## src/rtl/dependency_pipeline.sv

```systemverilog
// Read-after-write sequencer: computes -3*i through a 2-entry registered-read array,
// with an external port that may access the array only while the sequencer is idle.
module dependency_pipeline (
    input  logic        clk,
    input  logic        rst,
    input  logic        r_enable,
    input  logic [63:0] init_i,
    output logic        w_enable,
    output logic [63:0] result,
    input  logic        controlArr,
    input  logic        controlArrWEnable_a,
    input  logic        controlArrAddr_a,
    input  logic [63:0] controlArrWData_a,
    output logic [63:0] controlArrRData_a
);
    typedef enum logic [2:0] {IDLE, W0, R0, W1, R1, SUM} state_t;

    state_t            state_q, state_d;
    logic [63:0]       i_q, t_q, result_q, rdata_q;
    logic              w_enable_q;
    logic [1:0][63:0]  mem_q;

    logic              port_en, port_we, port_addr;
    logic [63:0]       port_wdata;

    always_comb begin
        state_d    = state_q;
        port_en    = 1'b0;
        port_we    = 1'b0;
        port_addr  = 1'b0;
        port_wdata = 64'd0;
        case (state_q)
            IDLE: begin
                if (r_enable) state_d = W0;
                // External pins own the array only while no run is in flight
                if (controlArr) begin
                    port_en    = 1'b1;
                    port_we    = controlArrWEnable_a;
                    port_addr  = controlArrAddr_a;
                    port_wdata = controlArrWData_a;
                end
            end
            W0: begin
                port_en    = 1'b1;
                port_we    = 1'b1;
                port_addr  = 1'b0;
                port_wdata = -i_q;
                state_d    = R0;
            end
            R0: begin
                port_en   = 1'b1;
                port_addr = 1'b0;
                state_d   = W1;
            end
            W1: begin
                port_en    = 1'b1;
                port_we    = 1'b1;
                port_addr  = 1'b1;
                port_wdata = rdata_q + rdata_q;
                state_d    = R1;
            end
            R1: begin
                port_en   = 1'b1;
                port_addr = 1'b1;
                state_d   = SUM;
            end
            SUM:     state_d = IDLE;
            default: state_d = IDLE;
        endcase
    end

    always_ff @(posedge clk) begin
        if (rst) begin
            state_q    <= IDLE;
            i_q        <= 64'd0;
            t_q        <= 64'd0;
            result_q   <= 64'd0;
            rdata_q    <= 64'd0;
            w_enable_q <= 1'b0;
            mem_q      <= '0;
        end else begin
            state_q <= state_d;
            if (state_q == IDLE && r_enable) i_q <= init_i;
            // Read-first port: a write cycle returns the old contents
            if (port_en) begin
                rdata_q <= mem_q[port_addr];
                if (port_we) mem_q[port_addr] <= port_wdata;
            end
            if (state_q == W1) t_q <= rdata_q;
            if (state_q == SUM) result_q <= rdata_q + t_q;
            w_enable_q <= (state_q == SUM);
        end
    end

    assign w_enable          = w_enable_q;
    assign result            = result_q;
    assign controlArrRData_a = rdata_q;
endmodule

```

## config.mk

```make
export PLATFORM = sky130hd
export DESIGN_NAME = dependency_pipeline
export DESIGN_NICKNAME = d
export VERILOG_FILES = /design/src/rtl/dependency_pipeline.sv
export SDC_FILE = /design/constraint.sdc
export NUM_CORES = 1
export LEC_CHECK = 0
export CAP_MARGIN = 30
export CORE_ASPECT_RATIO = 0.9
export CORE_MARGIN = 2
export CORE_UTILIZATION = 56
export DETAILED_ROUTE_END_ITERATION = 8
export HOLD_SLACK_MARGIN = 0.15
export PLACE_DENSITY = 0.82
export SYNTH_ARGS = -nofsm -noshare
export SYNTH_HDL_FRONTEND = slang
export SYNTH_SLANG_ARGS = --single-unit
```

## constraint.sdc

```tcl
create_clock -name clk -period 3.8 [get_ports clk]
set_input_delay 0.38 -clock clk [delete_from_list [all_inputs] [get_ports clk]]
set_output_delay 0.38 -clock clk [all_outputs]
set_load 0.01 [all_outputs]
```

==> out/summary.txt, run 1 <==
outcome: completed
Hold Buf Count CTS: 0
Initial Util: 0.567
Seq/Total Area, Yosys: 0.404
critical path cell sequence: or4_4 > or3_1 > nor3_4 > nand4_1 > nor2_2 > nand3b_1 > nor3_1 > xnor2_1 > a222oi_1 > a211oi_1
Slew Viols, Final: 0
share of layout cells above drive strength 1: 0.0577
worst IR drop on VDD: 0.338 mV
crit path max-delay cell type: or4_4
DRC: 0
antenna-violating nets left: 0
RePlAce Congestion: 1.03
largest delay contributor family on the critical path: simple AND/OR/NAND/NOR gates
Avg Cell Area, Syn: 8.12 µm²
Slew @ Worst Pin: 924 ps
Fillers: 2,768
CTS tree: built
post-synth net total: 2,565
number of antenna diodes: 0
Worst Slack Setup Final: 226 ps
Rel. slew slack: 0.384
Syn. warnings: 0
Lkg Pwr: 0.00869 µW
clk slew on worst S/H paths: 60 ps
setup violators final: 0
CTS root buf: clkbuf_16
antenna violations before repair: 1
Gate power share: 0.231
cells after synthesis: 2,366
Place WS: 170 ps
Hold/Removal Path Class: input pin to register
most common cell after layout, fill and taps aside: nand2_1
placed cell count: 2,957
met1 Use GR: 0.465
post-synthesis cell type count: 67
clk_lat worst skew: 560 ps
Setup CP Type: register to register
gr busiest metal: met2
Die Area: 35,800 µm²
Int Power: 7670 µW
core area: 33,900 µm²
Area Growth Syn to Fin: 22.6%
CP Max Fanout: 6
Final Critical Period: 3570 ps
port bufs: 262
DP Area: 22,300 µm²
# IOs: 263
RSZ-0062 raised after global routing: false
initial DRC count: 1,864
GRT Total Usage: 0.343
ys async rst share: 0
Tcrit/Tclk final: 0.940
iteration count of the initial detailed-routing pass: 9
post-route cell area: 23,500 µm²
Post-synth EDFFs: 0
CTS sink cnt: 388
grt total ovfl: 0
Seq cells post-synth: 388
total number of vias: 18,700
Longest Clk Path Bufs: 3
first-pass GRT wire length: 97,300 µm
NetSw: 3500 µW
Multi-input gate area: 10,700 µm²
Nets: 2,739
power per standard cell area: 474 nW/µm²
CP endpoint kind: register
Die Y-Extent: 180 µm
met2 track demand over resource: 0.543
chip width: 199 µm
post-synthesis cell area: 19,200 µm²
largest net degree at the start of global routing: 159
Detail Placement HPWL: 43,600 µm
data arrival time of the critical path: 3970 ps
critical path startpoint category: register
drt wl/cell: 20.6 µm
post-route non-filler standard cell count: 3,029
clock skew: 19.4 ps
max-cap violations: 0
Worst EP required: 4200 ps
final hold vios: 0
most frequent cells in the layout: 423 x nand2_1, 388 x dfxtp_1, 261 x clkdlybuf4s50_1
vias in the first global route: 17,600
H-Tree Depth: 2
Post-Route Setup TNS: 0 ps
Sequential Area: 7770 µm²
sw frac: 0.313
clock buffers created by TritonCTS: 41
row cnt: 64
Post-Route WL: 62,400 µm
CP peak stage delay: 560 ps
most used flip-flop cell after synthesis: dfxtp_1
register share of total power: 0.424
Finished Core Util: 0.695
met3 GRT Util: 0.0593
Buf/Inv on CP: 0
Max Freq: 280 MHz
Clock Power Share: 0.345
drt via density: 6.16
cell usage after synthesis, drive strengths merged, types with 4 or more instances:
master | number | area (µm²)
a21o | 40 | 300
clkbuf | 158 | 593
a21boi | 6 | 45.0
xor2 | 38 | 333
nor2 | 262 | 986
a311oi | 5 | 43.8
o22ai | 4 | 25.0
o21bai | 13 | 97.6
or2 | 7 | 43.8
o31ai | 7 | 52.6
mux2i | 66 | 661
nand2b | 5 | 31.3
nand3b | 5 | 37.5
o21ai | 38 | 190
nand2 | 426 | 1600
a21oi | 253 | 1270
buf | 26 | 106
or4 | 11 | 93.8
nor3 | 42 | 238
a22o | 13 | 114
a31oi | 10 | 62.6
nand4 | 29 | 181
a211oi | 192 | 1440
inv | 16 | 60.1
a221oi | 6 | 52.6
and2 | 7 | 46.3
or3 | 9 | 56.3
o211ai | 11 | 82.6
a222oi | 50 | 500
ha | 64 | 801
nor4 | 21 | 171
xnor2 | 79 | 692
nor2b | 6 | 37.5
o21a | 6 | 45.0
dfxtp | 388 | 7770
nand3 | 18 | 90.1
power groups by stage:
stage                     clock network, µW  logic, µW  registers, µW
after floorplan                           0       1550           4770
after global placement                    0       2470           4790
after detailed placement                  0       2530           4810
after CTS                              3880       2540           4720
after global routing                   4050       2780           4780
final                                  3850       2580           4730
layer usage:
metal  wire (µm)  part of all wire  vias up
li1            -                 -     8846
met1       26000              0.42     8771
met2       28500              0.46      876
met3        5520             0.088      155
met4        2440             0.039        2
met5          19           0.00030        -
what timing repair did:
action / CTS / global route
endpoints found under the setup margin: 0 / 9
gates resized for setup: 0 / 3
buffers inserted: 0 / 2
flip-flops by register name, indices dropped and copies added, names as in the netlist:
| register | cells |
|---|---|
| state_q | 3 |
| result | 64 |
| controlArrRData_a | 64 |
| i_q | 64 |
| t_q | 64 |
| mem_q | 128 |
| w_enable | 1 |
worst reg2reg max path: stages, from the launching register on:
cell and delay [ps]:
dfxtp_1 360, or4_4 560, or3_1 480, nor3_4 390, nand4_1 320, nor2_2 220
nand3b_1 190, nor3_1 260, xnor2_1 100, a222oi_1 410, a211oi_1 130
cell type report:
class,instances,share of cell area
Clock buffer,60,0.0514
Clock inverter,10,0.00255
Inverter,16,0.00255
Multi-Input combinational cell,1778,0.456
Sequential cell,388,0.330
Tap cell,462,0.0245
Timing Repair Buffer,315,0.133
stage by stage:
stage          hold slack (ps)  total power (µW)
2_1_floorplan              440              6320
3_3_place_gp               438              7260
3_5_place_dp               446              7330
4_1_cts                    229             11100
5_1_grt                    266             11600
6_report                   278             11200
kinds of logic (layout without fill, tap and decap cells):
kind of cell,after synthesis,after routing,share of synthesized area
and+or+nand+nor,856,856,0.191
xor gates and xnor gates,117,117,0.0533
DFF,388,388,0.404
buffers and inverters,200,401,0.0395
muxes,66,66,0.0344
AOI/OAI and AO/OA,674,674,0.234
adders and majority gates,65,65,0.0427
worst paths after layout:
kind | from | endpoint | slack (ps) | cells past startpoint
setup / recovery | i_q[6]$_SDFFE_PP0P_ | mem_q[47]$_SDFFE_PP0P_ | 230 | 10
hold / removal | rst | i_q[45]$_SDFFE_PP0P_ | 280 | 2
setup reg to reg | i_q[6]$_SDFFE_PP0P_ | mem_q[47]$_SDFFE_PP0P_ | 230 | 10
hold reg to reg | result[25]$_SDFFE_PP0P_ | result[25]$_SDFFE_PP0P_ | 450 | 2
No activity file was read; power rests on OpenSTA's default activity.
==> run 2: changes to the inputs <==
--- a/config.mk
+++ b/config.mk
@@ -8,10 +8,10 @@
 export CAP_MARGIN = 30
 export CORE_ASPECT_RATIO = 0.9
 export CORE_MARGIN = 2
-export CORE_UTILIZATION = 56
+export CORE_UTILIZATION = 40
 export DETAILED_ROUTE_END_ITERATION = 8
 export HOLD_SLACK_MARGIN = 0.15
-export PLACE_DENSITY = 0.82
+export PLACE_DENSITY = 0.6
 export SYNTH_ARGS = -nofsm -noshare
 export SYNTH_HDL_FRONTEND = slang
 export SYNTH_SLANG_ARGS = --single-unit
==> run 2 against run 1 <==
Sequential power hardly changed. Design area is 1.8% higher. Clock power up 12%. Routed wire length rose by 3.0%. Largest power group unchanged. Worst hold slack got worse by 74 ps. Critical path depth up 4.
==> out/summary.txt, run 2 (synthesized netlist as in run 1, its figures left out) <==
outcome: completed
chip width: 235 µm
DR WL met2: 28,500 µm
CTS root buf: clkbuf_16
RePlAce Congestion: 0.935
Place WS: 106 ps
largest delay contributor family on the critical path: compound AO/OA/AOI/OAI gates
Finished Core Util: 0.503
Clock Power Share: 0.372
routed length on met3: 4700 µm
Detail Placement HPWL: 45,200 µm
Slew @ Worst Pin: 991 ps
Worst Slack Setup Final: 248 ps
Post-Route Setup TNS: 0 ps
total number of vias: 18,200
number of antenna diodes: 0
final hold slack: 204 ps
setup violators final: 0
M1 wire length: 29,000 µm
largest net degree at the start of global routing: 217
Rel. slew slack: 0.339
Biggest register: mem_q
clock skew: 38.8 ps
iteration count of the initial detailed-routing pass: 8
worst IR drop on VDD: 0.284 mV
Lkg Pwr: 0.00881 µW
Final Critical Period: 3550 ps
placed cell count: 3,125
critical path cell sequence: ha_1 > fa_1 > a211oi_1 > o211ai_1 > a32o_1 > o211ai_1 > buf_4 > a21oi_1 > o211a_1 > a211oi_1 > buf_4 > o21ai_0 > xnor2_1 > a22o_1
port bufs: 262
share of layout cells above drive strength 1: 0.0654
register share of total power: 0.407
antenna-violating nets left: 0
most common cell after layout, fill and taps aside: nand2_1
first-pass GRT wire length: 98,800 µm
antenna violations before repair: 1
clk_lat worst skew: 590 ps
row cnt: 76
Die Y-Extent: 212 µm
Tcrit/Tclk final: 0.935
Longest Clk Path Bufs: 3
data arrival time of the critical path: 4030 ps
Multi-input gate area: 10,700 µm²
CTS sink cnt: 388
critical path startpoint category: register
Fillers: 4,471
RSZ-0062 raised after global routing: false
CP peak stage delay: 440 ps
DRC: 0
Slew Viols, Final: 0
core area: 47,600 µm²
CP endpoint kind: register
Initial Util: 0.403
drt wl/cell: 20.0 µm
Post-Route WL: 64,300 µm
clk slew on worst S/H paths: 60 ps
CTS tree: built
Die Area: 49,800 µm²
Sequential Area: 7770 µm²
GRT Total Usage: 0.251
Largest register FFs: 128
Int Power: 8020 µW
max-cap violations: 0
Nets: 2,749
Gate power share: 0.221
Hold Buf Count CTS: 0
Worst EP required: 4280 ps
highest routed metal layer: met5
drt via density: 5.67
Area Growth Syn to Fin: 24.8%
initial DRC count: 1,402
grt total ovfl: 0
crit path max-delay cell type: fa_1
power per standard cell area: 484 nW/µm²
CP Max Fanout: 4
clock buffers created by TritonCTS: 44
post-route non-filler standard cell count: 3,210
Setup CP Type: register to register
vias in the first global route: 17,300
Buf/Inv on CP: 2
final hold vios: 0
H-Tree Depth: 2
NetSw: 3590 µW
most frequent cells in the layout: 423 x nand2_1, 388 x dfxtp_1, 261 x clkdlybuf4s50_1
sw frac: 0.309
Max Freq: 282 MHz
# IOs: 263
Hold/Removal Path Class: input pin to register
[run 2: per-layer routing]
layer / vias up / track usage
li1: 8870 / -
met1: 8567 / 0.342
met2: 642 / 0.391
met3: 120 / 0.0512
met4: 2 / 0.0991
met5: - / 0
[run 2: path summary, 6_finish.rpt]
| kind | endpoint | cells past startpoint | from | slack (ps) |
|---|---|---|---|---|
| max | result[58]$_SDFFE_PP0P_ | 14 | controlArrRData_a[0]$_SDFFE_PP0P_ | 250 |
| min | i_q[46]$_SDFFE_PP0P_ | 2 | rst | 200 |
| max reg2reg | result[58]$_SDFFE_PP0P_ | 14 | controlArrRData_a[0]$_SDFFE_PP0P_ | 250 |
| min reg2reg | result[31]$_SDFFE_PP0P_ | 2 | result[31]$_SDFFE_PP0P_ | 450 |
[run 2: metrics by stage]
step / area, µm² / power [µW]
finish: 24000 / 11600
global route: 24000 / 12100
CTS: 23900 / 11700
detailed placement: 22500 / 7370
global placement: 22500 / 7320
floorplan: 19200 / 6320
[run 2: area by class of cell]
cell class	count	area share
clock inverter	16	0.00626
sequential	388	0.324
multi-input combinational	1778	0.448
timing repair buffer	322	0.131
inverter	16	0.00251
tap	624	0.0326
clock buffer	66	0.0553
[run 2: timing repair]
item	CTS	global route
endpoints found under the setup margin	0	11
buffers inserted	0	3
gates resized for setup	0	3
[run 2: power by group through the flow]
stage,combinational [µW],sequential [µW],clock (µW)
floorplan,1550,4770,0
global placement,2530,4790,0
detailed placement,2560,4810,0
CTS,2570,4720,4400
global route,2810,4770,4570
finish,2570,4720,4320
==> run 3: changes to the inputs <==
--- a/config.mk
+++ b/config.mk
@@ -5,7 +5,7 @@
 export SDC_FILE = /design/constraint.sdc
 export NUM_CORES = 1
 export LEC_CHECK = 0
-export CAP_MARGIN = 30
+export CAP_MARGIN = 5
 export CORE_ASPECT_RATIO = 0.9
 export CORE_MARGIN = 2
 export CORE_UTILIZATION = 40
==> run 3 against run 2 <==
Final cell count down 0.25%. Maximum frequency is essentially flat. Register-to-register slack hardly changed. Count of clock-buffer cells in the layout shrank 1. Utilization down 0.11 points. Critical endpoint is now result[55]$_SDFFE_PP0P_. Highest routed layer is now met4.
==> out/summary.txt, run 3 (synthesized netlist as in run 1, its figures left out) <==
Initial Util: 0.403
max-cap violations: 0
RePlAce Congestion: 0.935
Gate power share: 0.223
Slew Viols, Final: 0
share of layout cells above drive strength 1: 0.0629
CTS root buf: clkbuf_16
clock skew: 22.3 ps
Final Critical Period: 3550 ps
data arrival time of the critical path: 4020 ps
clock buffers created by TritonCTS: 44
Worst Hold Endpoint: t_q[50]$_SDFFE_PP0P_
Worst EP required: 4270 ps
iteration count of the initial detailed-routing pass: 9
Clock Power Share: 0.367
DP Area: 22,500 µm²
Longest Clk Path Bufs: 3
antenna violations before repair: 2
clk slew on worst S/H paths: 60 ps
vias in the first global route: 17,300
antenna-violating nets left: 0
GRT Total Usage: 0.252
Max Freq: 282 MHz
clk_lat worst skew: 580 ps
grt total ovfl: 0
most common cell after layout, fill and taps aside: nand2_1
min-delay src: rst
Largest register FFs: 128
outcome: completed
RR Endpoint: result[55]$_SDFFE_PP0P_
Rel. slew slack: 0.144
largest net degree at the start of global routing: 217
Post-Route WL: 64,400 µm
CP Max Fanout: 5
Hold/Removal Path Class: input pin to register
reg2reg setup slack: 250 ps
worst r2r src: controlArrRData_a[2]$_SDFFE_PP0P_
drt wl/cell: 20.1 µm
Lkg Pwr: 0.00878 µW
Hold Buf Count CTS: 0
CP startpoint: controlArrRData_a[2]$_SDFFE_PP0P_
final hold vios: 0
Die Area: 49,800 µm²
worst IR drop on VDD: 0.269 mV
drt via density: 5.67
# IOs: 263
register share of total power: 0.410
sw frac: 0.306
row cnt: 76
initial DRC count: 1,588
setup violators final: 0
Area Growth Syn to Fin: 24.5%
Die Y-Extent: 212 µm
CTS sink cnt: 388
post-route cell area: 23,900 µm²
port bufs: 262
H-Tree Depth: 2
most frequent cells in the layout: 423 x nand2_1, 388 x dfxtp_1, 261 x clkdlybuf4s50_1
Finished Core Util: 0.502
Tcrit/Tclk final: 0.934
first-pass GRT wire length: 99,400 µm
total number of vias: 18,100
chip width: 235 µm
CP endpoint kind: register
Slew @ Worst Pin: 1280 ps
worst reg2reg path depth: 11
core area: 47,600 µm²
Nets: 2,748
power per standard cell area: 482 nW/µm²
CTS tree: built
Detail Placement HPWL: 45,300 µm
NetSw: 3520 µW
critical path startpoint category: register
Hold Path Cell Cnt: 2
Int Power: 7990 µW
DRC: 0
Setup CP Type: register to register
Biggest register: mem_q
[run 3: worst max-delay path, stage by stage (launching register included)]
cell and delay (ps):
dfxtp_1 340, ha_1 390, o211ai_1 130, o211ai_1 320, a22oi_1 250, or4_1 580, and3_1 260, o2111ai_1 220
nand2_1 240, o31ai_1 420, xnor2_1 110, a22o_1 180
[run 3: power by group through the flow]
stage | Sequential (µW) | Combinational [µW] | Clock, µW
after global routing | 4770 | 2800 | 4470
after CTS | 4720 | 2570 | 4310
after global placement | 4790 | 2530 | 0
after detailed placement | 4810 | 2550 | 0
final | 4720 | 2570 | 4220
after floorplan | 4770 | 1550 | 0
[run 3: layer usage]
layer / vias to the layer above / GRT usage / routed length, µm
met5: - / 0 / 0
met1: 8584 / 0.347 / 29700
met3: 92 / 0.0387 / 4060
li1: 8857 / - / -
met2: 608 / 0.407 / 29100
met4: 0 / 0.0764 / 1500
[run 3: stage by stage]
step	setup slack, ps	cells	power (µW)	setup TNS (ps)	hold slack (ps)
after floorplan	644	2366	6320	0	440
after CTS	73.1	3198	11600	0	190
after global routing	-24.8	3201	12000	-24.8	237
final	249	3202	11500	0	212
after detailed placement	81.3	3124	7360	0	447
after global placement	148	3124	7320	0	440
[run 3: worst max-delay path by stage]
stage	end	slack (ps)	depth (start not counted)
after floorplan	result[58]$_SDFFE_PP0P_	640	12
after global placement	result[58]$_SDFFE_PP0P_	150	13
after detailed placement	result[42]$_SDFFE_PP0P_	80	12
after CTS	result[42]$_SDFFE_PP0P_	70	12
after global routing	result[58]$_SDFFE_PP0P_	-20	14
final	result[55]$_SDFFE_PP0P_	250	11
[run 3: what timing repair did]
item                       CTS  global route
setup endpoints to repair    0            11
resized for setup            0             4
buffers inserted             0             3
[run 3: area by class of cell]
class | count | area, µm²
Antenna cell | 1 | 2.50
Fill cell | 4478 | 23700
Tap cell | 624 | 781
Clock buffer | 65 | 1320
Timing Repair Buffer | 321 | 3130
Sequential cell | 388 | 7770
Clock inverter | 9 | 104
Multi-Input combinational cell | 1778 | 10700
Inverter | 16 | 60.1
